--- src/rtl/logic_arb.sv ---
// logic_arb: round-robin arbiter sharing one bitwise unit among four requesters; define LOGIC_ARB_STATS_EN to add the op_cnt completion counter
module logic_arb #(
  parameter int WIDTH = 8
) (
  input  logic               clk,
  input  logic               rst,
  input  logic [3:0]         req,
  input  logic [4*WIDTH-1:0] op_a,
  input  logic [4*WIDTH-1:0] op_b,
  input  logic [7:0]         op_sel,
  output logic [3:0]         gnt,
  output logic [3:0]         done,
  output logic [WIDTH-1:0]   result,
`ifdef LOGIC_ARB_STATS_EN
  output logic [15:0]        op_cnt,
`endif
  output logic               busy
);
  typedef enum logic [1:0] {IDLE, EXEC, RESP} state_t;
  state_t state_q, state_d;
  logic [1:0] ptr_q, ptr_d, win;
  logic [3:0] gnt_q, gnt_d, done_q, done_d;
  logic [WIDTH-1:0] a_q, a_d, b_q, b_d, result_q, result_d, alu;
  logic [1:0] sel_q, sel_d;
  logic go;
  assign go = (state_q == IDLE) && (|req);
  // state register
  always_ff @(posedge clk or posedge rst)
    if (rst) state_q <= IDLE;
    else state_q <= state_d;
  // next state: one operation takes exactly IDLE->EXEC->RESP->IDLE
  always_comb
    state_d = go ? EXEC : (state_q == EXEC) ? RESP : IDLE;
  // winner is the first requester found scanning from ptr upward, wrapping mod 4
  always_comb begin
    win = ptr_q;
    for (int k = 3; k >= 0; k--)
      if (req[ptr_q + 2'(k)]) win = ptr_q + 2'(k);
  end
  // outputs and datapath next values; operands are captured only when a request is accepted
  always_comb begin
    alu      = (sel_q == 2'd0) ? (a_q & b_q) :
               (sel_q == 2'd1) ? (a_q | b_q) :
               (sel_q == 2'd2) ? (a_q ^ b_q) : ~(a_q & b_q);
    gnt_d    = (state_q == EXEC) ? gnt_q : go ? (4'b0001 << win) : 4'b0000;
    done_d   = (state_q == EXEC) ? gnt_q : 4'b0000;
    result_d = (state_q == EXEC) ? alu : result_q;
    ptr_d    = go ? win + 2'd1 : ptr_q;
    a_d      = go ? op_a[win*WIDTH +: WIDTH] : a_q;
    b_d      = go ? op_b[win*WIDTH +: WIDTH] : b_q;
    sel_d    = go ? op_sel[2*win +: 2] : sel_q;
  end
  // datapath and output registers
  always_ff @(posedge clk or posedge rst)
    if (rst) begin
      ptr_q    <= '0;
      gnt_q    <= '0;
      done_q   <= '0;
      result_q <= '0;
      a_q      <= '0;
      b_q      <= '0;
      sel_q    <= '0;
    end else begin
      ptr_q    <= ptr_d;
      gnt_q    <= gnt_d;
      done_q   <= done_d;
      result_q <= result_d;
      a_q      <= a_d;
      b_q      <= b_d;
      sel_q    <= sel_d;
    end
  assign gnt    = gnt_q;
  assign done   = done_q;
  assign result = result_q;
  assign busy   = state_q != IDLE;
`ifdef LOGIC_ARB_STATS_EN
  logic [15:0] op_cnt_q, op_cnt_d;
  // completed operations, one per RESP cycle, saturating
  always_comb
    op_cnt_d = (state_q == RESP && op_cnt_q != 16'hFFFF) ? op_cnt_q + 16'd1 : op_cnt_q;
  // completion counter register
  always_ff @(posedge clk or posedge rst)
    if (rst) op_cnt_q <= '0;
    else op_cnt_q <= op_cnt_d;
  assign op_cnt = op_cnt_q;
`endif
endmodule

--- config.mk ---
export PLATFORM = sky130hd
export DESIGN_NAME = logic_arb
export DESIGN_NICKNAME = d
export VERILOG_FILES = /design/src/rtl/logic_arb.sv
export SDC_FILE = /design/constraint.sdc
export NUM_CORES = 1
export LEC_CHECK = 0
export ABC_AREA = 0
export CELL_PAD_IN_SITES_DETAIL_PLACEMENT = 0
export CELL_PAD_IN_SITES_GLOBAL_PLACEMENT = 1
export CORE_AREA = 3 3 89 91
export CTS_BUF_LIST = sky130_fd_sc_hd__clkbuf_4 sky130_fd_sc_hd__clkbuf_8
export DETAILED_ROUTE_END_ITERATION = 7
export DIE_AREA = 0 0 92 94
export MAX_ROUTING_LAYER = met4
export PLACE_DENSITY = 0.79
export SKIP_LAST_GASP = 1
export SLEW_MARGIN = 20
export SYNTH_ARGS = -nofsm -noshare
export SYNTH_HDL_FRONTEND = slang
export SYNTH_SLANG_ARGS = --single-unit
--- constraint.sdc ---
create_clock -name clk -period 1.6 [get_ports clk]
set_input_delay 0.16 -clock clk [delete_from_list [all_inputs] [get_ports clk]]
set_output_delay 0.16 -clock clk [all_outputs]
set_load 0.05 [all_outputs]
# Yosys cells after proc, flatten, opt, wreduce, memory -nomap -nowiden
# Index checks and enable logic that the tools add are counted.
# totals
register_bits,38
# classes
reduce_logical,5
bitwise_logic,4
magnitude_cmp,4
n_addsub,4
muxes,19
n_shift,4
n_eq_ne,3
# op_table
op,count
32-bit by 6-bit variable part select with 8-bit output,2
8-bit two-way mux,3
2-bit by 3-bit less-than comparator with 1-bit output (second input constant),4
2-bit two-way mux,6
8-bit AND,1
1-bit binary-select mux with 2-bit select,4
4-bit two-way mux,2
8-bit inverter,1
8-bit bitwise OR,1
8-bit by 4-bit variable part select with 2-bit output,1
8-bit bitwise XOR,1
2-bit by 1-bit adder with 2-bit output (second input constant),2
2-bit adder (second input constant),2
2-bit by 1-bit equality test with 1-bit output (second input constant),2
2-bit zero test,2
1-bit two-way mux,4
4-bit OR reduction,1
1-bit by 2-bit left shift with 4-bit output (first input constant),1
2-bit equality test (second input constant),1
2-bit nonzero test,1
1-bit logical AND,1

# Longest topological paths before layout
# depth
ltp_word,9
ltp_mapped,6

# Worst setup path after synthesis
# OpenSTA, ideal clock, no wires.
# synth_timing
path_kind,reg2reg
start,reg state_q[1]
end,reg a_q[0]
period_less_slack_ps,1659
setup_slack_ps,-59
stages_incl_launch_ff,6
path_buffers,1
setup_time_ps,90
arrival_time_ps,1569
path_cell_list,dfrtp_1 or2_1 a21o_1 or2_1 buf_6 o221ai_1
# synth_via
elab_chain_len,2
# synth_rtl
element,line_no,rtl
from (decl),20,"state_t state_q, state_d;"
from (signal assigned),30,else state_q <= state_d;
2-bit zero test,26,assign go = (state_q == IDLE) && (|req);
1-bit logical AND,26,
to (signal assigned),60,a_q <= '0;
to (signal assigned),68,a_q <= a_d;
to (decl),23,"logic [WIDTH-1:0] a_q, a_d, b_q, b_d, result_q, result_d, alu;"
# Every way passes these cells.
# A chain may end at the register's enable or synchronous reset.

# Worst setup path in the final report
# layout_timing
start,reg ptr_q[0]
end,reg b_q[4]
# layout_via
elab_chain_len,8
word_cells_on_any_way,16
classes_between,add/sub: 3; shift: 1; mux: 12
# layout_rtl
element,line_no,rtl
from (decl),21,"logic [1:0] ptr_q, ptr_d, win;"
from (signal assigned),64,ptr_q <= ptr_d;
2-bit adder,38,if (req[ptr_q + 2'(k)]) win = ptr_q + 2'(k);
1-bit binary-select mux with 2-bit select,38,
1-bit two-way mux (implied by the code),38,
2-bit two-way mux (3 in series),38,
2-bit two-way mux *,38,
32-bit by 6-bit variable part select with 8-bit output *,50,b_d = go ? op_b[win*WIDTH +: WIDTH] : b_q;
to (signal assigned),61,b_q <= '0;
to (signal assigned),69,b_q <= b_d;
to (decl),23,
# Every way passes the cells marked *; elsewhere a longest branch is shown, timed or not. The select of a mux whose other input is x is not followed.

==> run summary <==
The synthesized instance count came out at 241. The worst setup path is captured at a flop. The post-synthesis simple-gate area fraction came out at 0.0841. The flow ran to the end, but the final reports show violations. After synthesis, the largest family of logic cells by area is multiplexers. Port buffering added 94 buffers.

The sequential cell fraction of total power is 0.234. The detailed-routing iteration count for the pre-antenna-repair pass came out at 4. The worst setup path is of the flop to flop kind. The final layout contains 448 nets. The final critical-path setup slack is -0.0565 ns. The clock latency on the worst-skew pair is 0.30 ns.

The level count of the clock H-tree came out at 2. Summing over every cut layer, the via total after detailed routing is 2192. The shortest clock period the worst path allows after layout is 1.66 ns.

The chip height is 94 µm. The HPWL after detailed placement is 4.87 mm. For this run, design rule violations remaining after detail routing come to 0. Compared with the post-synthesis result, the final layout area differs by 63.7%.

Synthesis inferred 38 register bits. The CTS buffer count is 5. The total setup violations reported at the end of the flow is 17.

The mean number of vias per cell came out at 4.83. The standard cell area after detailed placement came out at 3520 µm². For this configuration, the core starts out at a cell density of 0.340. The clock sink count is 38. The count of nets left with antenna violations after detail routing came out at 0. The root buffer cell chosen for the clock tree is clkbuf_8. Among all flip-flop cells after synthesis, the most frequent one is dfrtp_1.

The count of endpoints failing hold in the final timing report was 0. The adder-cell share of the synthesized area came out at 0.0815. The per-instance average area after synthesis is 10.2 µm². Of the total power, the clock network draws 0.129.

The path category of the worst min-delay check is primary input to asynchronous set/reset pin. The tool flagged a number of max-cap violations equal to 0. Sorting the synthesized cells by area gives the leading types as dfrtp_1, mux2i_1, ha_1. The final routed wirelength across all metal layers came out at 7.49 mm. The largest incremental delay on the critical path came out at 0.39 ns. The mean routed wirelength per cell came out at 16.5 µm. STA puts the critical path data required time at 1.76 ns. The leakage power came out at 1.84 nW.

Summed over all layers, the global routing overflow is 0. After synthesis, the most frequently instantiated cells are dfrtp_1, mux2i_1, nand2_1. The largest net degree at the start of global routing is 39. The placed instance count is 432. The proportion of synthesized chip area in sequential cells is 0.387.

The die covers 8650 µm². The checks that failed: negative setup slack. The area of all placed cells without fillers is 4020 µm². The post-synthesis share of cell area spent on xor and xnor gates is 0.00357. The summed instance area of the synthesized netlist came out at 2450 µm². The number of warnings issued by yosys came out at 0.

The data arrival time at the worst-slack endpoint came out at 1.82 ns. The via count of the first global-routing pass was 2281. The synthesized design contains 0 enable-type register cells.

The highest clock rate is 0.604 GHz. The worst setup path is launched from a flop. The number of antenna repair diodes is 0.

Measured against the total synthesized area, the mux share comes to 0.220. After clock tree synthesis, the clock-pin slew on the worst setup and hold paths is 0.08 ns. The row count came out at 31. The transition time at the pin with the least slew margin came out at 0.493 ns. The switching fraction of total power came out at 0.426. The combinational fraction of design power came out at 0.637. The internal power component came out at 0.00444 W. The share of flip-flops with an asynchronous set or reset after synthesis is 1.00. The initial detailed-routing violation count came out at 91. Pin placement for this block handled 95 I/O pins. The number of antenna violations at the first check in global routing came out at 0.

The number of buffers on the longest clock path is 2. The peak supply drop is 1.04 mV. The most common cell in the synthesized netlist is dfrtp_1.

The first-pass GRT wire length is 11.3 mm. The routability congestion estimate is 0.734. The sum of negative setup slack came out at -0.481 ns. The power per unit of standard cell area is 1920 nW/µm². The TritonCTS clock tree is yes.

The die is 92 µm wide. The number of pins with negative max-slew slack in the final report came out at 0. The headroom to the max-slew limit is 0.671. The cell repeated most along the worst path is buf_12. The compound-cell area share of the yosys netlist was 0.146. Dividing the final minimum period by the clock period gives 1.04. The floorplan step defined a core boundary enclosing 7210 µm². The final clock skew came out at 0.00875 ns. Setup repair after global routing could not meet its margin everywhere.

The largest driver fanout on the critical path came out at 5. The slowest stage of the critical path belongs to the cell dfrtp_1. The synthesized design spends more area on one cell type than any other, namely dfrtp_1.

The top-area cell type share of the netlist area is 0.387. The fraction of layout instances using a drive strength above 1 came out at 0.270. The critical path goes through inv_2 -> a21o_4 -> o21ai_4 -> buf_12 -> buf_12 -> buf_16 -> mux2i_2 -> o221ai_1. The net count after synthesis is 335. The finished layout holds 454 standard cells, fillers aside. The global router's overall resource usage came out at 0.171.

Summed over all nets, the switching power comes to 0.00329 W. The number of distinct standard cells referenced by the synthesized netlist is 29.
## per-layer routing
layer / up-vias / wire [µm] / global-route usage
met5: - / 0 / -
li1: 1074 / - / -
met3: 6 / 482 / 0.0401
met1: 1036 / 3420 / 0.225
met4: 0 / 53 / 0.0334
met2: 76 / 3530 / 0.274
## flip-flops by register name, indices dropped and copies added (netlist names)
signal	flops
gnt	4
b_q	8
state_q	2
result	8
done	4
a_q	8
ptr_q	2
sel_q	2
## stage by stage
step	setup WS, ns	util	total power (W)	hold WS [ns]
after floorplan	0.0908	-	0.00455	0.352
after global placement	-0.334	0.488	0.00572	0.469
after detailed placement	-0.364	0.488	0.00581	0.484
after CTS	-0.0451	0.534	0.00737	0.298
after global routing	-0.146	0.557	0.00826	0.336
final	-0.0565	0.557	0.00773	0.277
## power by group through the flow
stage / Combinational, W / Sequential, W / Clock [W]
floorplan: 0.00230 / 0.00225 / 0
global placement: 0.00390 / 0.00182 / 0
detailed placement: 0.00399 / 0.00182 / 0
CTS: 0.00457 / 0.00180 / 0.00101
global route: 0.00533 / 0.00187 / 0.00105
finish: 0.00492 / 0.00181 / 0.00100
## cell families after synthesis
logic type                 after synthesis
xor gates and xnor gates                 1
DFF                                     38
adders and majority gates               16
muxes                                   52
buffers and inverters                   37
AOI/OAI and AO/OA                       49
and+or+nand+nor                         48
## layout make-up
cell class	instances	area (µm²)
timing repair buffer	121	1290
inverter	22	85.1
tap	99	124
clock inverter	3	68.8
multi-input combinational	166	1430
sequential	38	951
clock buffer	5	68.8
fill	650	3200
## repair_timing
item / in CTS / in global routing
pin swaps: 5 / 14
setup buffers: 6 / 2
setup endpoints to repair: 15 / 22
hold buffers: 0 / 0
resized for setup: 11 / 28
gates cloned: 4 / 3
## worst max-delay path: cells and delay by family (launching register included)
family	cells	cell delay, ns
compound gates	3	0.52
buf+inv	4	0.42
flops	1	0.39
mux	1	0.19
## final timing paths
path	cells past startpoint	startpoint	endpoint	slack, ns
max	8	ptr_q[0]$_DFFE_PP0P_	b_q[4]$_DFFE_PP0P_	-0.06
min	3	rst	a_q[0]$_DFFE_PP0P_	0.28
max reg2reg	8	ptr_q[0]$_DFFE_PP0P_	b_q[4]$_DFFE_PP0P_	-0.06
min reg2reg	2	result[5]$_DFFE_PP0N_	result[5]$_DFFE_PP0N_	0.50
max in group asynchronous	3	rst	a_q[5]$_DFFE_PP0P_	0.97
min in group clk	2	result[5]$_DFFE_PP0N_	result[5]$_DFFE_PP0N_	0.50
## cell usage in the layout (no fill, tap or decap), types with 2 or more instances in the layout
cell and instances:
and2_1 4, clkdlybuf4s50_1 74, mux2_2 16, buf_4 27, a21o_1 2, ha_1 16, o221ai_1 15, mux2i_2 8
dfrtp_1 38, mux2i_1 25, clkbuf_8 5, nor2_1 2, dlygate4sd2_1 3, bufinv_16 2, buf_16 3, or2_4 2
o221ai_2 4, o21ai_0 14, buf_12 6, nand2_1 35, inv_1 17, buf_6 6, mux2i_4 3, o21ai_1 5
clkbuf_16 2, inv_2 3, o21bai_1 4
No activity file was read; power rests on OpenSTA's default activity.
